===== src/rtl/imem_loader_pkg.sv =====
// Shared types and constants for the boot-time instruction memory loader.
// Holds the loader FSM state encoding and the stream word geometry.
package imem_loader_pkg;

    typedef enum logic [2:0] {
        LEN_HI = 3'd0,
        LEN_LO = 3'd1,
        DATA   = 3'd2,
        FLUSH  = 3'd3,
        DONE   = 3'd4
    } state_e;

    localparam int BYTES_PER_WORD = 4;

endpackage


===== src/rtl/imem_loader_if.sv =====
// Byte stream valid/ready channel feeding the program loader.
// master: byte source (drives in_data/in_valid); slave: loader (drives in_ready).
interface imem_loader_if;

    logic [7:0] in_data;
    logic       in_valid;
    logic       in_ready;

    modport master (
        output in_data,
        output in_valid,
        input  in_ready
    );

    modport slave (
        input  in_data,
        input  in_valid,
        output in_ready
    );

endinterface


===== src/rtl/imem_loader_byte_word_packer.sv =====
// Assembles big-endian 32-bit words from accepted stream bytes.
// Ports: clock/reset, accept_i + byte_i in; word_complete_o + word_o out.
module byte_word_packer
    import imem_loader_pkg::*;
(
    input  logic        clock,
    input  logic        reset,
    input  logic        accept_i,
    input  logic [7:0]  byte_i,
    output logic        word_complete_o,
    output logic [31:0] word_o
);

    localparam logic [1:0] LAST_BYTE = 2'(BYTES_PER_WORD - 1);

    logic [1:0]  cnt_q;
    logic [1:0]  cnt_d;
    logic [23:0] shift_q;
    logic [23:0] shift_d;

    // The fourth byte is taken straight from the input, so the word is
    // complete in the same cycle its last byte is accepted.
    assign word_complete_o = accept_i && (cnt_q == LAST_BYTE);
    assign word_o          = {shift_q, byte_i};

    always_comb begin
        cnt_d   = cnt_q;
        shift_d = shift_q;
        if (accept_i) begin
            cnt_d   = cnt_q + 2'd1;
            shift_d = {shift_q[15:0], byte_i};
        end
    end

    always_ff @(posedge clock or posedge reset) begin
        if (reset) begin
            cnt_q   <= 2'd0;
            shift_q <= 24'd0;
        end else begin
            cnt_q   <= cnt_d;
            shift_q <= shift_d;
        end
    end

endmodule


===== src/rtl/imem_loader.sv =====
// Boot loader: reads a length-prefixed byte stream and writes instruction
// memory, holding the core in reset until the whole program is in place.
// Ports: clock/reset; stream (slave byte channel); mem_we/mem_addr/mem_wdata
// write port; cpu_reset, done, overflow, words_loaded status.
module imem_loader
    import imem_loader_pkg::*;
#(
    parameter int ADDR_WIDTH = 8
) (
    input  logic                  clock,
    input  logic                  reset,
    imem_loader_if.slave          stream,
    output logic                  mem_we,
    output logic [ADDR_WIDTH-1:0] mem_addr,
    output logic [31:0]           mem_wdata,
    output logic                  cpu_reset,
    output logic                  done,
    output logic                  overflow,
    output logic [15:0]           words_loaded
);

    localparam logic [16:0] DEPTH = 17'd1 << ADDR_WIDTH;

    state_e                state_q;
    state_e                state_d;
    logic [15:0]           len_q;
    logic                  mem_we_q;
    logic [ADDR_WIDTH-1:0] mem_addr_q;
    logic [31:0]           mem_wdata_q;
    logic                  overflow_q;
    logic [15:0]           words_loaded_q;

    logic        in_ready;
    logic        accept;
    logic        data_accept;
    logic        word_complete;
    logic [31:0] word;
    logic [16:0] hdr_len;
    logic        word_in_range;
    logic        last_word;

    assign accept      = stream.in_valid && in_ready;
    assign data_accept = accept && (state_q == DATA);

    // Full header length, valid while the low byte is on the bus.
    assign hdr_len = {1'b0, len_q[15:8], stream.in_data};

    // words_loaded_q doubles as the index of the word being assembled.
    assign word_in_range = {1'b0, words_loaded_q} < DEPTH;
    assign last_word     = (words_loaded_q + 16'd1) == len_q;

    byte_word_packer u_packer (
        .clock           (clock),
        .reset           (reset),
        .accept_i        (data_accept),
        .byte_i          (stream.in_data),
        .word_complete_o (word_complete),
        .word_o          (word)
    );

    always_comb begin
        state_d  = state_q;
        in_ready = 1'b0;
        unique case (state_q)
            LEN_HI: begin
                in_ready = 1'b1;
                if (accept) state_d = LEN_LO;
            end
            LEN_LO: begin
                in_ready = 1'b1;
                if (accept) state_d = (hdr_len == 17'd0) ? DONE : DATA;
            end
            DATA: begin
                in_ready = 1'b1;
                if (word_complete && last_word) state_d = FLUSH;
            end
            // Lets the final write commit before the core is released.
            FLUSH:   state_d = DONE;
            DONE:    state_d = DONE;
            default: state_d = LEN_HI;
        endcase
    end

    always_ff @(posedge clock or posedge reset) begin
        if (reset) begin
            state_q <= LEN_HI;
        end else begin
            state_q <= state_d;
        end
    end

    always_ff @(posedge clock or posedge reset) begin
        if (reset) begin
            len_q          <= 16'd0;
            mem_we_q       <= 1'b0;
            mem_addr_q     <= '0;
            mem_wdata_q    <= 32'd0;
            overflow_q     <= 1'b0;
            words_loaded_q <= 16'd0;
        end else begin
            mem_we_q <= 1'b0;
            if (accept && state_q == LEN_HI) begin
                len_q[15:8] <= stream.in_data;
            end
            if (accept && state_q == LEN_LO) begin
                len_q[7:0] <= stream.in_data;
                if (hdr_len > DEPTH) overflow_q <= 1'b1;
            end
            if (word_complete) begin
                mem_wdata_q    <= word;
                mem_addr_q     <= words_loaded_q[ADDR_WIDTH-1:0];
                mem_we_q       <= word_in_range;
                words_loaded_q <= words_loaded_q + 16'd1;
            end
        end
    end

    assign stream.in_ready = in_ready;
    assign mem_we          = mem_we_q;
    assign mem_addr        = mem_addr_q;
    assign mem_wdata       = mem_wdata_q;
    assign cpu_reset       = (state_q != DONE);
    assign done            = (state_q == DONE);
    assign overflow        = overflow_q;
    assign words_loaded    = words_loaded_q;

endmodule


===== src/flat_wrapper.sv =====
// flat-port wrapper written by rule: the top's interface ports become plain ports
module imem_loader_flat import imem_loader_pkg::*;
#(
    parameter int ADDR_WIDTH = 8
)
  (clock, reset, mem_we, mem_addr, mem_wdata, cpu_reset, done, overflow, words_loaded, stream_in_data, stream_in_valid, stream_in_ready);
  imem_loader_if stream_i ();
  input  logic clock;
  input  logic reset;
  output logic mem_we;
  output logic [ADDR_WIDTH-1:0] mem_addr;
  output logic [31:0] mem_wdata;
  output logic cpu_reset;
  output logic done;
  output logic overflow;
  output logic [15:0] words_loaded;
  input wire logic [$bits(stream_i.in_data)-1:0] stream_in_data;
  input wire logic [$bits(stream_i.in_valid)-1:0] stream_in_valid;
  output wire logic [$bits(stream_i.in_ready)-1:0] stream_in_ready;
  assign stream_i.in_data = stream_in_data;
  assign stream_i.in_valid = stream_in_valid;
  assign stream_in_ready = stream_i.in_ready;
  imem_loader #(.ADDR_WIDTH(ADDR_WIDTH)) u_core (.clock(clock), .reset(reset), .stream(stream_i), .mem_we(mem_we), .mem_addr(mem_addr), .mem_wdata(mem_wdata), .cpu_reset(cpu_reset), .done(done), .overflow(overflow), .words_loaded(words_loaded));
endmodule

===== config.mk =====
export PLATFORM = sky130hd
export DESIGN_NAME = imem_loader_flat
export DESIGN_NICKNAME = d
export VERILOG_FILES = /design/src/rtl/imem_loader_pkg.sv /design/src/rtl/imem_loader_if.sv /design/src/rtl/imem_loader_byte_word_packer.sv /design/src/rtl/imem_loader.sv /design/src/flat_wrapper.sv
export SDC_FILE = /design/constraint.sdc
export NUM_CORES = 1
export LEC_CHECK = 0
export ABC_CLOCK_PERIOD_IN_PS = 2800
export BUFFER_PORTS_ARGS = -buffer_cell sky130_fd_sc_hd__buf_4
export CORE_UTILIZATION = 50
export DETAILED_ROUTE_END_ITERATION = 16
export PLACE_DENSITY = 0.71
export SLEW_MARGIN = 20
export SYNTH_ARGS = -nofsm -noshare
export SYNTH_HDL_FRONTEND = slang
export SYNTH_HIERARCHICAL = 1
export SYNTH_SLANG_ARGS = --single-unit

===== constraint.sdc =====
create_clock -name clock -period 2.8 [get_ports clock]
set_input_delay 0.28 -clock clock [delete_from_list [all_inputs] [get_ports clock]]
set_output_delay 0.28 -clock clock [all_outputs]
set_load 0.03 [all_outputs]

==> impl_metrics.tcl <==
set metrics [dict create \
    status "complete, no violations" \
    vias 2925 \
    finish.utilization_pct 59.72 \
    timing.fmax_ghz 0.4697 \
    antenna_found_initial 0 \
    p_sw_share_pct 24.43 \
    route.detailed.drc 0 \
    insertion_delay_ns 0.37 \
    core-area_um2 9240 \
    cp_slowest_stage_delay_ns 0.50 \
    hold_buffers 0 \
    power.total_mw 2.503 \
    fillers 759 \
    dr.first_iter.drc_count 158 \
    synthXorXnorAreaFrac_pct 7.365 \
    grt_pass1_vias 2857 \
    crit_path_frequent_cell "nand4_1" \
    crit_path_end_kind "flop" \
    post-cts-setup-buffers 0 \
    cap_violations 0 \
    drive_gt1_share_pct 45.19 \
    fin_crit_sh_pct 76.03 \
    p_int_mw 1.892 \
    postRouteAntennaNets 0 \
    dr.pass1.iters 4 \
    synthCells 355 \
    path_cells "nor3_2 > and2_2 > nor4b_2 > nand4_1 > nor4_2 > nand4_1 > o31ai_2" \
    io_buffers 71 \
    wire_per_inst_um 16.48 \
    hp-class "in -> async" \
    synth_compound_area_share_pct 3.261 \
    yosys.area_share.simple_pct 9.442 \
    postSynth.asyncResetShare_pct 100.0 \
    cp_data_arrival_time_ns 2.41 \
    yosys.area.top_type "dfrtp_1" \
    synth_edf_count 0 \
    ir_drop_mv 0.3065 \
    ys.flop_type "dfrtp_1" \
    clock_power_share_pct 37.0 \
    tightest_slew_ns 0.9473 \
    rows 35 \
    pwr_density_cell_nw_per_um2 453.7 \
    fin_skew_ns 0.009236 \
    initial_core_util_pct 51.48 \
    finalMaxSlewViolations 0 \
    nets 424 \
    layout_common_cells "103 x dfrtp_1, 73 x buf_4, 64 x mux2_2" \
    cp.required_ns 3.08 \
    gr-total-overflow 0 \
    yosysUniqueCellTypes 42 \
    path_class "reg -> reg" \
    cts_sinks 103 \
    via_per_inst 5.367 \
    p_leak_nw 2.759 \
    synthMuxAreaShare_pct 20.83 \
    cts_resized 0 \
    layout_commonest_cell "dfrtp_1" \
    slowest_stage "dfrtp_1" \
    startpoint "u_core/state_q[0]" \
    gp_congestion 0.8327 \
    syn-num-nets 368 \
    hold_viol_final 0 \
    rsz0062_at_grt "false" \
    worst-path-max-fanout 11 \
    reg2reg_depth 7 \
    reg2reg_to "u_core/state_q[0]" \
    ys_ff_latch 103 \
    finalSetupViolCount 0 \
    ios 72 \
    h-tree-depth 3 \
    synthToLayoutAreaGrowth_pct 15.99 \
    avgSynthCellArea_um2 13.40 \
    dieArea_um2 9908 \
    cts_buffer_depth 2 \
    grt_max_degree 44 \
    synthAdderAreaFrac_pct 0.5260 \
    rr_startpoint "u_core/state_q[0]" \
    rrSetupSlack_ns 0.67 \
    period_minus_slack_ns 2.129 \
    cp-start-kind "flop" \
    slew_headroom_pct 36.46 \
    grt_util_all_layers_pct 19.47 \
    p_comb_share_pct 3.1 \
    totalWireLength_um 8984 \
    tns_ns 0 \
    synth_area_leaders "dfrtp_1 54%, mux2_2 15%, mux2_4 5.7%, xnor2_1 4.8%, xor2_1 2.6%" \
    tritoncts "built" \
    grt_pass1_wl_um 14900 \
    path_clk_slew_ns 0.11 \
    ys_seq_area_share_pct 54.18 \
    cts_root_buf "clkbuf_8" \
    dieHeight_um 99.54 \
    dieWidth_um 99.54 \
    num_antenna_cells 0 \
    synth_top_family_by_area "multiplexers" \
    yosysWarnings 6 \
    switchingPower_mw 0.6115 \
    cts_buffers 9 \
    syn_area_um2 4757 \
    synth_top_area_share_pct 54.18 \
    seqPwrFrac_pct 59.9 \
    hpwl_um 6180 \
]
how the worst max path moves through the flow:
stage	slack (ns)	depth (start not counted)	endpoint
after detailed placement	0.66	7	u_core/state_q[0]
after CTS	0.64	7	u_core/state_q[0]
after global routing	0.48	8	u_core/state_q[0]
after global placement	0.79	7	u_core/state_q[0]
after floorplan	0.48	11	u_core/words_loaded[14]
final	0.67	7	u_core/state_q[0]
state kept, by name, summed over array words and instances, names as in the netlist:
signal	count
u_core/mem_wdata	32
u_core/u_packer/shift_q	24
u_core/len_q	16
u_core/words_loaded	16
u_core/mem_addr	8
u_core/state_q	3
u_core/u_packer/cnt_q	2
u_core/mem_we	1
u_core/overflow	1
power by group through the flow:
stage,Combinational [mW],Sequential (mW),Clock (mW)
final,0.0779,1.50,0.925
after detailed placement,0.0802,1.53,0
after CTS,0.0803,1.50,0.958
after global routing,0.0883,1.50,1.00
after floorplan,0.0507,1.53,0
after global placement,0.0784,1.53,0
synthesized netlist by cell type, types with 3 or more instances:
| cell | n |
|---|---|
| nand3_1 | 5 |
| o21ai_0 | 3 |
| a21oi_1 | 7 |
| clkbuf_1 | 12 |
| inv_1 | 3 |
| nand2_1 | 16 |
| mux2_2 | 64 |
| xnor2_1 | 26 |
| xor2_1 | 14 |
| mux2_4 | 18 |
| and3_1 | 4 |
| nand4_1 | 10 |
| nor2_1 | 12 |
| buf_4 | 8 |
| nor4_1 | 4 |
| and2_1 | 3 |
| dfrtp_1 | 103 |
| nor3_1 | 6 |
| buf_2 | 6 |
cell families after synthesis:
kind of cell,after synthesis
and+or+nand+nor,74
xor gates and xnor gates,40
buffers and inverters,33
AOI/OAI and AO/OA,21
DFF,103
adders and majority gates,2
muxes,82
per-stage QoR:
step | area (um2) | hold WS, ns | worst slack, ns | instances
6_report | 5518 | 0.01188 | 0.6711 | 545
3_3_place_gp | 5316 | 0.4439 | 0.7867 | 529
3_5_place_dp | 5316 | 0.4525 | 0.6630 | 529
5_1_grt | 5518 | 0.04699 | 0.4757 | 545
4_1_cts | 5518 | 0.03612 | 0.6392 | 545
2_1_floorplan | 4757 | 0.3200 | 0.4804 | 355
per-layer routing:
| metal | routed length [um] | global-route usage, % | share of wire, % |
|---|---|---|---|
| met2 | 4214 | 29.81 | 47 |
| met5 | 0 | 0 | 0 |
| met1 | 4314 | 27.80 | 48 |
| met4 | 95 | 5.656 | 1.1 |
| met3 | 361 | 4.568 | 4.0 |
critical path, delay by kind of cell (launching register included):
| family | cells | cell delay [ns] |
|---|---|---|
| AO/OA/AOI/OAI | 1 | 0.19 |
| flip-flops | 1 | 0.50 |
| AND/OR/NAND/NOR | 6 | 1.35 |
layout make-up:
type	count	area, um2	share of cell area [%]
sequential	103	2577	46.71
multi-input combinational	219	1977	35.83
timing repair buffer	75	588.1	10.66
tap	129	161.4	2.925
clock buffer	10	137.6	2.494
clock inverter	6	63.81	1.156
inverter	3	12.51	0.2268
Power figures use the tool's default switching activity.
